--- config.mk ---
export PLATFORM = sky130hd
export DESIGN_NAME = stage_wb
export DESIGN_NICKNAME = d
export VERILOG_FILES = /design/src/rtl/stage_wb_pkg.sv /design/src/rtl/regfile_2r1w.sv /design/src/rtl/stage_wb.sv
export SDC_FILE = /design/constraint.sdc
export NUM_CORES = 1
export LEC_CHECK = 0
export CAP_MARGIN = 20
export CORE_MARGIN = 1
export CORE_UTILIZATION = 59
export DETAILED_ROUTE_END_ITERATION = 12
export PLACE_DENSITY = 0.8
export SYNTH_ARGS = -nofsm -noshare
export SYNTH_HDL_FRONTEND = slang
export SYNTH_SLANG_ARGS = --single-unit
--- constraint.sdc ---
create_clock -name clk -period 3.9 [get_ports clk]
set_clock_uncertainty 0.05 [all_clocks]
set_input_delay 0.39 -clock clk [delete_from_list [all_inputs] [get_ports clk]]
set_output_delay 0.39 -clock clk [all_outputs]
set_load 0.05 [all_outputs]
--- src/rtl/stage_wb_pkg.sv ---
// Shared constants and state encoding for the write-back stage.
// Optional feature macro: WB_BYPASS_EN (write-through forwarding to the ID read ports).
package stage_wb_pkg;

   localparam int WB_REG_ADDR_W = 4;
   localparam int WB_DATA_W     = 32;
   localparam int WB_RETIRED_W  = 32;

   typedef enum logic {
      WB_ST_INIT = 1'b0,
      WB_ST_RUN  = 1'b1
   } wb_state_t;

endpackage

--- src/rtl/regfile_2r1w.sv ---
// Architectural register array: two combinational read ports, one synchronous write port.
// The array has no reset; the owning stage clears it with a sweep after reset.
module regfile_2r1w #(
   parameter int ADDR_W       = 4,
   parameter int DATA_W       = 32,
   parameter bit R0_HARDWIRED = 1'b1
) (
   input  logic              clk,
   input  logic              wr_en,
   input  logic [ADDR_W-1:0] wr_addr,
   input  logic [DATA_W-1:0] wr_data,
   input  logic [ADDR_W-1:0] rd_addr_a,
   output logic [DATA_W-1:0] rd_data_a,
   input  logic [ADDR_W-1:0] rd_addr_b,
   output logic [DATA_W-1:0] rd_data_b
);

   logic [DATA_W-1:0] mem [2**ADDR_W];

   always_ff @(posedge clk) begin
      if (wr_en) begin
         mem[wr_addr] <= wr_data;
      end
   end

   // Register 0 is masked at the read side so stray writes to it stay invisible.
   always_comb begin
      rd_data_a = mem[rd_addr_a];
      rd_data_b = mem[rd_addr_b];
      if (R0_HARDWIRED && (rd_addr_a == '0)) begin
         rd_data_a = '0;
      end
      if (R0_HARDWIRED && (rd_addr_b == '0)) begin
         rd_data_b = '0;
      end
   end

endmodule

--- src/rtl/stage_wb.sv ---
// Write-back stage: post-reset register clear sweep, commit logic, retired counter.
// Define WB_BYPASS_EN to forward the committing result to matching ID read ports.
import stage_wb_pkg::*;

module stage_wb #(
   parameter int REG_ADDR_W   = WB_REG_ADDR_W,
   parameter int DATA_W       = WB_DATA_W,
   parameter bit R0_HARDWIRED = 1'b1
) (
   input  logic                    clk,
   input  logic                    rst,
   input  logic                    en,
   input  logic                    stall,
   input  logic                    in_flush,
   input  logic                    in_reg_wr,
   input  logic [REG_ADDR_W-1:0]   in_reg_addr_rd,
   input  logic [DATA_W-1:0]       in_alu_res,
   input  logic [REG_ADDR_W-1:0]   rd_addr_r1,
   input  logic [REG_ADDR_W-1:0]   rd_addr_r2,
   output logic [DATA_W-1:0]       rd_data_r1,
   output logic [DATA_W-1:0]       rd_data_r2,
   output logic                    out_ready,
   output logic                    out_wb_valid,
   output logic [REG_ADDR_W-1:0]   out_wb_addr,
   output logic [DATA_W-1:0]       out_wb_data,
   output logic [WB_RETIRED_W-1:0] out_retired
);

   localparam int NUM_REGS = 2**REG_ADDR_W;
   localparam logic [REG_ADDR_W-1:0] LAST_PTR = REG_ADDR_W'(NUM_REGS - 1);

   wb_state_t             state;
   logic [REG_ADDR_W-1:0] ptr;
   logic                  advance;
   logic                  commit;
   logic                  wr_en;
   logic [REG_ADDR_W-1:0] wr_addr;
   logic [DATA_W-1:0]     wr_data;
   logic [DATA_W-1:0]     arr_r1;
   logic [DATA_W-1:0]     arr_r2;

   // The write port is shared: the clear sweep owns it in INIT, commits own it in RUN.
   always_comb begin
      advance = (state == WB_ST_RUN) && en && !stall;
      commit  = advance && in_reg_wr && !in_flush &&
                !(R0_HARDWIRED && (in_reg_addr_rd == '0));
      if (state == WB_ST_INIT) begin
         wr_en   = !rst;
         wr_addr = ptr;
         wr_data = '0;
      end else begin
         wr_en   = commit && !rst;
         wr_addr = in_reg_addr_rd;
         wr_data = in_alu_res;
      end
   end

   regfile_2r1w #(
      .ADDR_W       (REG_ADDR_W),
      .DATA_W       (DATA_W),
      .R0_HARDWIRED (R0_HARDWIRED)
   ) u_regfile (
      .clk       (clk),
      .wr_en     (wr_en),
      .wr_addr   (wr_addr),
      .wr_data   (wr_data),
      .rd_addr_a (rd_addr_r1),
      .rd_data_a (arr_r1),
      .rd_addr_b (rd_addr_r2),
      .rd_data_b (arr_r2)
   );

   always_ff @(posedge clk) begin
      if (rst) begin
         state        <= WB_ST_INIT;
         ptr          <= '0;
         out_ready    <= 1'b0;
         out_wb_valid <= 1'b0;
         out_wb_addr  <= '0;
         out_wb_data  <= '0;
         out_retired  <= '0;
      end else if (state == WB_ST_INIT) begin
         ptr <= ptr + 1'b1;
         if (ptr == LAST_PTR) begin
            state     <= WB_ST_RUN;
            out_ready <= 1'b1;
         end
      end else if (advance) begin
         out_wb_valid <= commit;
         if (commit) begin
            out_wb_addr <= in_reg_addr_rd;
            out_wb_data <= in_alu_res;
         end
         if (!in_flush) begin
            out_retired <= out_retired + 1'b1;
         end
      end
   end

   // Until the sweep finishes the array may still hold stale data, so reads are forced to 0.
   always_comb begin
      rd_data_r1 = arr_r1;
      rd_data_r2 = arr_r2;
`ifdef WB_BYPASS_EN
      if (commit && (rd_addr_r1 == in_reg_addr_rd)) begin
         rd_data_r1 = in_alu_res;
      end
      if (commit && (rd_addr_r2 == in_reg_addr_rd)) begin
         rd_data_r2 = in_alu_res;
      end
`else
`endif
      if (state == WB_ST_INIT) begin
         rd_data_r1 = '0;
         rd_data_r2 = '0;
      end
   end

endmodule

==> summary.md <==
| Metric | Value |
|---|---|
| Total I/O pin count | 184 |
| Delay of the slowest critical-path stage | 0.84 ns |
| Critical Path Sink Type | primary output |
| Reg clk slew, reported paths | 0.06 ns |
| TritonCTS Buffers | 59 |
| Slew headroom | 0.326 |
| Inserted Diodes | 0 |
| Sink Count | 587 |
| Synthesis warning total | 0 |
| Final slew viol count | 0 |
| Worst hold path type | input pin to flop |
| Pwr Density | 431 nW/µm² |
| Die area | 45900 µm² |
| F_max | 268 MHz |
| DRT Pass-1 Iters | 5 |
| Synth top cells by count | edfxtp_1, mux4_2, mux2i_1 |
| Hold Startpoint | rst |
| M1 GR Usage | 0.391 |
| Cell row count | 77 |
| Area leader, netlist | edfxtp_1 |
| Met2 Resource Use GR | 0.502 |
| Async SR Flop Fraction | 0 |
| H-tree lvl count | 2 |
| Final setup fails | 0 |
| Crit. Startpoint | state |
| Vias | 15900 |
| Antenna Nets Post-Route | 0 |
| Fill cell count | 2691 |
| Clock Latency Late Sink | 0.62 ns |
| Final std cells w/o fill | 2315 |
| Vias in the first global route | 16800 |
| Outcome | finished clean |
| Final Cycle Share | 0.957 |
| Flops & latches, synth | 587 |
| Total Wirelength | 68600 µm |
| Synthesis-to-finish area growth | 18.1% |
| Crit Path Class | flop to primary output |
| Global-route layer with the greatest usage | met2 |
| Iteration-0 DRC Markers | 1633 |
| Register area | 16900 µm² |
| CTS tree | done |
| CP max-delay cell | clkdlybuf4s50_1 |
| GPL Wtd Cong | 0.792 |
| Total of max-cap violations | 0 |
| Number of instances in the placed design | 2204 |
| Pleak | 10.6 nW |
| Fin nets | 1725 |
| Slew @ Worst Pin | 1.01 ns |
| Drt wl/cell | 29.6 µm |
| Starting density of the core | 0.600 |
| Cells after Synth | 1487 |
| Unrepaired setup endpoints after global routing | false |
| Largest net degree at the start of global routing | 62 |
| CP bufs+invs | 2 |
| HPWL Detailed | 38500 µm |
| Hold-fix buffers, CTS | 0 |
| Setup TNS | 0 ns |
| Total GRT Usage | 0.303 |
| Sequential area share after synthesis | 0.635 |
| Die X | 214 µm |
| Crit-path cells | nand2_2, buf_4, o22ai_1, clkdlybuf4s50_1 |
| Port bufs | 183 |
| Share of cells above drive strength 1 | 0.272 |
| Die Y | 214 µm |
| Initial antenna violation count | 0 |
| Post-synth top area share | 0.578 |
| Post-synth EDFFs | 512 |
| Critical Path AT | 3.29 ns |
| R2R Path Start | state |
| Family with the most delay on the worst path | buffers and inverters |
| # DRC | 0 |
| Post-layout min period | 3.73 ns |
| Grt total ovfl | 0 |
| CTS Root Cell | clkbuf_16 |
| CTS Buffer Depth | 3 |
| Crit path max fanout | 20 |
| First-pass GRT wire length | 102000 µm |
| Avg Inst Size Synth | 17.9 µm² |
| Footprint of the multi-input gates | 9380 µm² |
| Post_cts resized | 0 |
| Worst Path Required | 3.46 ns |
| Peak supply drop | 0.313 mV |
| GR Layer Usage met3 | 0.0752 |
| Hold Vio Cnt, Final | 0 |
| Critical Path Source Type | flop |
| Core Region | 44300 µm² |
| Most frequent cell after synthesis | edfxtp_1 |
| Postcts setup bufs | 0 |
| Yosys cell types | 39 |
| Area contributors post-synth | edfxtp_1, mux4_2, dfxtp_1, mux2i_1, o22ai_1 |
| Post-synth net total | 1539 |
| Most used DFF post-synth | edfxtp_1 |
| Via-per-instance ratio | 6.86 |
| Netlist Area Pre-Place | 26600 µm² |
==> final cells by class <==
type / count / area share
repair buffers: 236 / 0.0752
clock inverters: 34 / 0.0128
inverters: 11 / 0.00131
multi-input cells: 778 / 0.299
clock buffers: 77 / 0.0511
well taps: 592 / 0.0236
flip-flops and latches: 587 / 0.537
==> per-layer routing <==
layer,vias to the layer above,routed length [µm]
met4,0,2450
met3,177,7500
met2,967,34200
li1,6558,-
met1,8174,24500
met5,-,0
==> logic make-up (layout without fill, tap and decap cells) <==
kind of cell,after synthesis,after routing,synth area share
AO/OA/AOI/OAI,151,151,0.0333
XOR/XNOR,14,14,0.00461
adder cells (fa/ha/maj),2,2,0.000941
buffers and inverters,122,358,0.0190
flip-flops,587,587,0.635
multiplexers,387,387,0.266
AND/OR/NAND/NOR,224,224,0.0415
==> cell usage in the layout, fill, tap and decap left out, drive strengths merged, types with 5 or more instances in the layout <==
cell           netlist  routed
edfxtp             512     512
nand4                7       7
o22ai               64      64
xnor2               10      10
or3                 12      12
o21ai               12      12
nor4                 6       6
clkdlybuf4s50        0     141
nand3               11      11
o31ai                8       8
buf                 44      93
clkbuf              67      79
inv                 11      14
or4                 11      11
nor2                39      39
nor3                 5       5
dfxtp               75      75
mux2i              130     130
clkinv               0      21
a21oi               57      57
bufinv               0       9
and2                32      32
mux4               256     256
nand2               88      88
==> where the power goes <==
part	switching, W	leakage, nW	internal, W
combinational	0.000420	3.97	0.000412
clock	0.00238	0.991	0.00349
sequential	0.0000324	5.62	0.00681
==> flip-flops by register name (all words and copies together) (netlist names) <==
register	cells
u_regfile.mem	512
out_retired	32
out_wb_data	32
out_wb_addr	4
ptr	4
out_ready	1
out_wb_valid	1
state	1
==> metrics by stage <==
step           worst slack (ns)  power, W  hold slack (ns)  instance area (µm²)  utilization
5_1_grt                   0.134    0.0139            0.272                31400        0.709
6_report                  0.169    0.0135            0.254                31400        0.709
3_3_place_gp              0.710   0.00778            0.391                29400        0.663
4_1_cts                   0.174    0.0136            0.232                31400        0.709
2_1_floorplan             0.821   0.00753            0.462                26600            -
3_5_place_dp              0.645   0.00780            0.399                29400        0.663
==> final timing paths <==
path	endpoint	slack (ns)	cells after the start
min	out_retired[2]	0.25	2
min reg2reg	out_wb_data[30]	0.40	2
max	rd_data_r2[26]	0.17	4
max reg2reg	u_regfile.mem[6][4]	0.87	6
No activity file was read; power rests on OpenSTA's default activity.
